`src/rtl/serial_subtractor.sv`:
```
// ----------------------------------------------------------------------------
// serial_subtractor
//
// Bit-serial N-bit subtractor computing dif = a - b, LSB first, one bit per
// clock, through a single full-subtractor stage whose borrow is held in a
// flip-flop. Operands and result are exchanged through a start/done
// handshake: a start seen in IDLE captures a and b, N RUN cycles process
// one bit each, and a one-cycle DONE state presents the result.
//
// Ports
//   clk    in   1  clock, all state updates on the rising edge
//   reset  in   1  synchronous, active-high reset (priority over everything)
//   start  in   1  request, sampled only in IDLE
//   a      in   N  minuend, captured on an accepted start
//   b      in   N  subtrahend, captured on an accepted start
//   busy   out  1  high in RUN and DONE
//   done   out  1  one-cycle pulse, result valid
//   dif    out  N  a - b modulo 2^N, held until the next result completes
//   rout   out  1  final borrow, 1 iff unsigned a < b
//   ovf    out  1  two's-complement overflow of a - b
// ----------------------------------------------------------------------------
module serial_subtractor #(
    parameter int N = 8
) (
    input  logic         clk,
    input  logic         reset,
    input  logic         start,
    input  logic [N-1:0] a,
    input  logic [N-1:0] b,
    output logic         busy,
    output logic         done,
    output logic [N-1:0] dif,
    output logic         rout,
    output logic         ovf
);

    localparam int CNT_W = $clog2(N);

    localparam logic [1:0] S_IDLE = 2'd0;
    localparam logic [1:0] S_RUN  = 2'd1;
    localparam logic [1:0] S_DONE = 2'd2;

    localparam logic [CNT_W-1:0] LAST_BIT = CNT_W'(N - 1);

    logic [1:0]       state_q,  state_d;
    logic [N-1:0]     a_q,      a_d;
    logic [N-1:0]     b_q,      b_d;
    logic [N-1:0]     res_q,    res_d;
    logic             borrow_q, borrow_d;
    logic [CNT_W-1:0] cnt_q,    cnt_d;
    logic [N-1:0]     dif_q,    dif_d;
    logic             rout_q,   rout_d;
    logic             ovf_q,    ovf_d;

    // Full-subtractor stage on the current LSBs.
    logic x, y, d_bit, bout;

    assign x     = a_q[0];
    assign y     = b_q[0];
    assign d_bit = x ^ y ^ borrow_q;
    assign bout  = (~x & y) | (~(x ^ y) & borrow_q);

    always_comb begin
        // NOTE: every next-state signal takes its hold value first, so no
        // path through the case statement can leave one unassigned (no latch).
        state_d  = state_q;
        a_d      = a_q;
        b_d      = b_q;
        res_d    = res_q;
        borrow_d = borrow_q;
        cnt_d    = cnt_q;
        dif_d    = dif_q;
        rout_d   = rout_q;
        ovf_d    = ovf_q;

        case (state_q)
            S_IDLE: begin
                if (start) begin
                    a_d      = a;
                    b_d      = b;
                    borrow_d = 1'b0;
                    cnt_d    = '0;
                    state_d  = S_RUN;
                end
            end

            S_RUN: begin
                a_d      = a_q >> 1;
                b_d      = b_q >> 1;
                res_d    = {d_bit, res_q[N-1:1]};
                borrow_d = bout;
                if (cnt_q == LAST_BIT) begin
                    // Last bit: publish the result and flags in one step so
                    // the outputs only ever change on the RUN->DONE edge.
                    dif_d   = {d_bit, res_q[N-1:1]};
                    rout_d  = bout;
                    // Operand signs differ and the result sign differs from
                    // the minuend: the signed result left the range.
                    ovf_d   = (x ^ y) & (x ^ d_bit);
                    state_d = S_DONE;
                end else begin
                    cnt_d = cnt_q + CNT_W'(1);
                end
            end

            S_DONE: begin
                state_d = S_IDLE;
            end

            default: begin
                state_d = S_IDLE;
            end
        endcase
    end

    always_ff @(posedge clk) begin
        // NOTE: sequential state uses non-blocking assignments so every
        // register samples the pre-edge values regardless of statement order.
        if (reset) begin
            state_q  <= S_IDLE;
            a_q      <= '0;
            b_q      <= '0;
            res_q    <= '0;
            borrow_q <= 1'b0;
            cnt_q    <= '0;
            dif_q    <= '0;
            rout_q   <= 1'b0;
            ovf_q    <= 1'b0;
        end else begin
            state_q  <= state_d;
            a_q      <= a_d;
            b_q      <= b_d;
            res_q    <= res_d;
            borrow_q <= borrow_d;
            cnt_q    <= cnt_d;
            dif_q    <= dif_d;
            rout_q   <= rout_d;
            ovf_q    <= ovf_d;
        end
    end

    assign busy = (state_q == S_RUN) || (state_q == S_DONE);
    assign done = (state_q == S_DONE);
    assign dif  = dif_q;
    assign rout = rout_q;
    assign ovf  = ovf_q;

endmodule

```
`config.mk`:
```
export PLATFORM = sky130hd
export DESIGN_NAME = serial_subtractor
export DESIGN_NICKNAME = d
export VERILOG_FILES = /design/src/rtl/serial_subtractor.sv
export SDC_FILE = /design/constraint.sdc
export NUM_CORES = 1
export LEC_CHECK = 0
export CAP_MARGIN = 25
export CELL_PAD_IN_SITES_DETAIL_PLACEMENT = 1
export CELL_PAD_IN_SITES_GLOBAL_PLACEMENT = 1
export CORE_AREA = 2 2 75 63
export DETAILED_ROUTE_END_ITERATION = 10
export DIE_AREA = 0 0 77 65
export GPL_TIMING_DRIVEN = 0
export PLACE_DENSITY_LB_ADDON = 0.1
export SYNTH_ARGS = -nofsm -noshare
export SYNTH_HDL_FRONTEND = slang
export SYNTH_SLANG_ARGS = --single-unit
```
`constraint.sdc`:
```
create_clock -name clk -period 4 [get_ports clk]
set_clock_uncertainty 0.05 [all_clocks]
set_input_delay 0.8 -clock clk [delete_from_list [all_inputs] [get_ports clk]]
set_output_delay 0.8 -clock clk [all_outputs]
set_load 0.02 [all_outputs]
```
==> flow_summary.yaml, run 1 <==
placed_design:
  place_congestion: 0.741
  io_buffers: 30
  hpwl_um: 3100
worst_setup_path:
  required_ns: 3.15
  critical_path_class: "register to primary output"
  startpoint_type: "register"
  cp_cell_sequence: "inv_1 -> ha_1 -> clkdlybuf4s50_1"
  cp_max_fo: 4
  arrival_ns: 1.67
  cpLargestDelayFamily: "buffers and inverters"
  critical_path_buf_inv_count: 2
  cp-end-kind: "primary output"
  slowest_stage: "clkdlybuf4s50_1"
  crit_path_max_incr_delay_ns: 0.60
finish:
  diodes: 0
  drive_gt1_share_pct: 12.7
  fin_util_pct: 52.0
  nets: 247
  fillCellCount: 520
  areaGrowthSynthToFinish_pct: 27.5
pwr:
  p_leak_nw: 0.844
  switching_share_pct: 27.8
  vdd_drop_max_v: 0.000205
  internal_power_mw: 0.697
  seq_power_share_pct: 45.0
  power_frac_comb_pct: 21.2
  switchingPower_mw: 0.268
  clkPwrFrac_pct: 33.8
  p_per_area_nw_per_um2: 426
synth:
  async_reset_ff_share_pct: 0
  synth-warning-count: 0
  synth_cells: 182
  synth.most_common_cell: "dfxtp_1"
  ys_seq_area_share_pct: 44.0
  netlist_area_um2: 1770
  netlist.top_cell.by_area: "dfxtp_1"
  synth.net_count: 210
  avgSynthCellArea_um2: 9.75
  ys_top_cells_by_area: "dfxtp_1, mux2i_1, a211oi_2"
  yosys-top-cells-count: "dfxtp_1, nor2_1, nand2_1, mux2i_1, a21oi_1"
  synthFlopType: "dfxtp_1"
  synth.distinct_cells: 30
  synth-edff-count: 0
  synth_top_area_share_pct: 44.0
  ys_ff_latch: 39
die:
  dieWidth_um: 77
  io_pins: 31
  dieArea_um2: 5010
  initial_core_util_pct: 40.8
  die_y_um: 65
  num_rows: 22
  core_um2: 4350
timing:
  slew_viol_final: 0
  tightest_slew_ns: 0.537
  fin_crit_sh_pct: 63.1
  max_slew_margin_pct: 64.2
  holdWs_ns: 0.408
  max_freq_mhz: 396
  period_needed_ns: 2.52
  finalSetupTns_ns: 0
  hold_viol_final: 0
  finalSetupViolations: 0
  rsz0062_at_grt: "false"
route:
  first_pass_iters: 4
  routedWlPerCell_um: 14.8
  wl_um: 4130
  vias: 1453
  drc: 0
  drt_iter0_drc: 25
  vias_per_cell: 5.19
  ant_nets: 0
run:
  maxCapViolCount: 0
clock_network:
  cts-htree-levels: 2
  cts_buffer_depth: 2
  cts_setup_buffers: 0
  cts_inserted_buffers: 5
  hold_buffers: 0
  path_clk_slew_ns: 0.08
  cts_tree: "done"
  clk_latency_ns: 0.29
  cts_sinks: 39
  cts_resized: 0
  root_buffer: "clkbuf_8"
global_routing:
  antenna_found_initial: 0
  grt_pass1_wl_um: 7130
  grt_pass1_vias: 1476
  grt_max_degree: 14
  gr-usage-all-layers_pct: 18.2
  gr-total-overflow: 0
run_status:
  outcome: "finished, final reports clean"
min_path:
  hold_path.class: "register to register"
sequential cells by signal, indices dropped and copies added (netlist names):
register	cells
borrow_q	1
dif	8
ovf	1
res_q	7
state_q	2
cnt_q	3
a_q	8
b_q	8
rout	1
final cells by class:
class                   count  area [µm²]  area share (%)
inverters                   4        15.0           0.664
clock inverters             3        43.8            1.94
plain buffers              12        77.6            3.43
multi-input cells         127         901            39.8
clock buffers               5        68.8            3.04
flip-flops and latches     39         781            34.5
well taps                  60        75.1            3.32
repair buffers             30         300            13.3
layout by cell type, fill, tap and decap left out, types with 2 or more instances in the layout:
master	n
dfxtp_1	39
clkdlybuf4s50_1	30
nor2_1	26
nand2_1	22
mux2i_1	21
a21oi_1	12
a211oi_2	10
ha_1	8
a211oi_1	6
buf_2	5
clkbuf_8	5
inv_1	4
clkbuf_1	3
o311ai_0	3
buf_4	2
nand2b_1	2
a22oi_1	2
nand3_1	2
o41ai_1	2
routing by layer:
| metal | up-vias | track usage, % | routed length (µm) | share of wire, % |
|---|---|---|---|---|
| li1 | 710 | - | - | - |
| met2 | 34 | 30.7 | 1950 | 47 |
| met1 | 700 | 23.1 | 1920 | 46 |
| met3 | 9 | 4.18 | 206 | 5.0 |
| met5 | - | 0 | 0 | 0 |
| met4 | 0 | 6.03 | 58 | 1.4 |
cells by family (layout without fill, tap and decap cells):
family / after synthesis / after routing / synth area share (%)
AO/OA/AOI/OAI: 38 / 38 / 17.4
XOR/XNOR: 1 / 1 / 0.494
adder cells (fa/ha/maj): 9 / 9 / 6.77
buffers and inverters: 16 / 54 / 5.22
flip-flops: 39 / 39 / 44.0
multiplexers: 22 / 22 / 12.7
AND/OR/NAND/NOR: 57 / 57 / 13.4
path summary, 6_finish.rpt:
check	to	depth (start not counted)	startpoint	slack, ns
setup / recovery	busy	3	state_q[0]	1.48
hold reg to reg	dif[2]	2	dif[2]	0.41
hold / removal	dif[2]	2	dif[2]	0.41
setup reg to reg	cnt_q[2]	6	state_q[1]	2.19
power groups by stage:
stage / clock network, mW / logic (mW) / registers (mW)
after CTS: 0.334 / 0.207 / 0.434
after global routing: 0.348 / 0.226 / 0.438
after detailed placement: 0 / 0.205 / 0.444
after global placement: 0 / 0.195 / 0.440
after floorplan: 0 / 0.152 / 0.437
final: 0.326 / 0.204 / 0.434
tightest hold or removal path, stage by stage, from the launching register on:
cell	delay, ns
dfxtp_1	0.32
nand2_1	0.05
a21oi_1	0.05
per-stage QoR:
step           std cells  cell area [µm²]  total power [mW]  setup slack, ns
6_report             280             2260             0.965             1.48
5_1_grt              280             2260              1.01             1.40
4_1_cts              280             2260             0.976             1.46
3_5_place_dp         272             2150             0.648             1.48
3_3_place_gp         272             2150             0.636             1.56
2_1_floorplan        182             1770             0.589             2.36
(Power assumes the default switching activity.)
==> run 2: changes to the inputs <==
--- a/config.mk
+++ b/config.mk
@@ -8,9 +8,9 @@
 export CAP_MARGIN = 25
 export CELL_PAD_IN_SITES_DETAIL_PLACEMENT = 1
 export CELL_PAD_IN_SITES_GLOBAL_PLACEMENT = 1
-export CORE_AREA = 2 2 75 63
+export CORE_AREA = 2 2 78 65
 export DETAILED_ROUTE_END_ITERATION = 10
-export DIE_AREA = 0 0 77 65
+export DIE_AREA = 0 0 80 67
 export GPL_TIMING_DRIVEN = 0
 export PLACE_DENSITY_LB_ADDON = 0.1
 export SYNTH_ARGS = -nofsm -noshare
==> constraint.sdc (replaced) <==
create_clock -name clk -period 2.4 [get_ports clk]
set_clock_uncertainty 0.05 [all_clocks]
set_input_delay 0.48 -clock clk [delete_from_list [all_inputs] [get_ports clk]]
set_output_delay 0.48 -clock clk [all_outputs]
set_load 0.02 [all_outputs]
==> run 2 against run 1 <==
  * Clock power rose by 76%
  * Sequential cell count did not move
  * Die area rose by 7.1%
  * Critical endpoint unchanged
  * Critical path depth did not move
  * Non-clock buffer count did not move
  * Cell area rose by 0.22%
  * Worst hold slack got worse by 0.0014 ns
  * Critical path type unchanged
  * Combinational power rose by 68%
  * Largest cell class unchanged
  * Worst setup slack got worse by 1.3 ns
  * Utilization fell by 1.8 points
  * First-iteration DRC count rose by 140%
==> flow_summary.yaml, run 2 (synthesized netlist as in run 1, its figures left out) <==
pwr:
  switchingPower_mw: 0.450
  clkPwrFrac_pct: 35.1
  p_leak_nw: 0.847
  power_frac_comb_pct: 20.9
  p_per_area_nw_per_um2: 723
  switching_share_pct: 27.4
  vdd_drop_max_v: 0.000283
  seq_power_share_pct: 44.0
  internal_power_mw: 1.19
clock_network:
  cts_buffer_depth: 2
  root_buffer: "clkbuf_8"
  cts-htree-levels: 2
  cts_inserted_buffers: 5
  clk_latency_ns: 0.29
  cts_sinks: 39
  cts_resized: 0
  hold_buffers: 0
  path_clk_slew_ns: 0.08
  cts_tree: "done"
  cts_setup_buffers: 0
route:
  vias_per_cell: 5.04
  drc: 0
  wl_um: 4160
  vias: 1411
  ant_nets: 0
  routedWlPerCell_um: 14.9
  first_pass_iters: 4
  drt_iter0_drc: 60
placed_design:
  place_congestion: 0.723
  io_buffers: 30
  hpwl_um: 3060
  dpl_cell_area_um2: 2150
finish:
  fillCellCount: 525
  drive_gt1_share_pct: 12.7
  areaGrowthSynthToFinish_pct: 27.8
  nets: 247
  fin_area_um2: 2270
  layout_common_cells: "dfxtp_1, clkdlybuf4s50_1, nor2_1, nand2_1, mux2i_1"
  multi_input_area_um2: 901
  diodes: 0
  final_common_cell: "dfxtp_1"
  regArea_um2: 781
worst_setup_path:
  required_ns: 1.87
  cp-end-kind: "primary output"
  arrival_ns: 1.65
  reg2reg_depth: 6
  startpoint_type: "register"
  critical_path_class: "register to primary output"
  cp_max_fo: 4
die:
  dieArea_um2: 5360
  dieWidth_um: 80
  initial_core_util_pct: 39.3
  io_pins: 31
  num_rows: 22
  core_um2: 4510
  die_y_um: 67
run:
  maxCapViolCount: 0
run_status:
  outcome: "finished, final reports clean"
timing:
  max_slew_margin_pct: 63.1
  finalSetupTns_ns: 0
  tightest_slew_ns: 0.553
  fin_crit_sh_pct: 90.7
  period_needed_ns: 2.18
  slew_viol_final: 0
  rsz0062_at_grt: "false"
  hold_viol_final: 0
  max_freq_mhz: 460
  finalSetupViolations: 0
global_routing:
  antenna_found_initial: 0
  gr-total-overflow: 0
  grt_pass1_vias: 1535
  grt_max_degree: 13
  grt_pass1_wl_um: 7200
  gr-usage-all-layers_pct: 17.9
min_path:
  hold_path.class: "register to register"
  whs_path_depth: 2
[run 2: cell types whose count changed in the layout (fill, tap and decap cells not counted), sizes merged]
cell and change:
clkinv -1, clkbuf +1
[run 2: critical path, stage by stage, from the launching register on]
cell and delay [ns]:
dfxtp_1 0.37, inv_1 0.10, ha_1 0.29, clkdlybuf4s50_1 0.60
[run 2: path summary, 6_finish.rpt]
kind | from | to | slack [ns]
worst max-delay path | state_q[1] | busy | 0.22
worst min-delay path | dif[4] | dif[4] | 0.41
worst max register to register | state_q[1] | cnt_q[2] | 0.59
worst min register to register | dif[4] | dif[4] | 0.41
[run 2: stage by stage]
step / hold slack [ns] / std cells / setup slack, ns / power (mW) / util (%)
CTS: 0.411 / 280 / 0.223 / 1.65 / 50.2
detailed placement: 0.400 / 272 / 0.170 / 1.08 / 47.6
finish: 0.407 / 280 / 0.224 / 1.64 / 50.2
global route: 0.422 / 280 / 0.153 / 1.72 / 50.2
floorplan: 0.381 / 182 / 0.784 / 0.982 / -
global placement: 0.392 / 272 / 0.285 / 1.06 / 47.6
[run 2: cell type report]
| class | count | share of cell area, % |
|---|---|---|
| Multi-Input combinational cell | 127 | 39.7 |
| Sequential cell | 39 | 34.4 |
| Timing Repair Buffer | 30 | 13.2 |
| Clock buffer | 6 | 3.64 |
| Buffer | 12 | 3.42 |
| Tap cell | 60 | 3.31 |
| Clock inverter | 2 | 1.55 |
| Inverter | 4 | 0.662 |
[run 2: layer usage]
metal	GRT usage [%]	vias up	share of wire (%)
li1	-	702	-
met1	21.2	678	46
met2	31.0	26	48
met3	4.20	5	4.3
met4	7.63	0	1.4
met5	0	-	0
[run 2: power by group through the flow]
stage	clock network, mW	logic, mW	registers (mW)
after floorplan	0	0.253	0.729
after global placement	0	0.328	0.734
after detailed placement	0	0.342	0.737
after CTS	0.579	0.347	0.723
after global routing	0.616	0.377	0.730
final	0.575	0.342	0.722
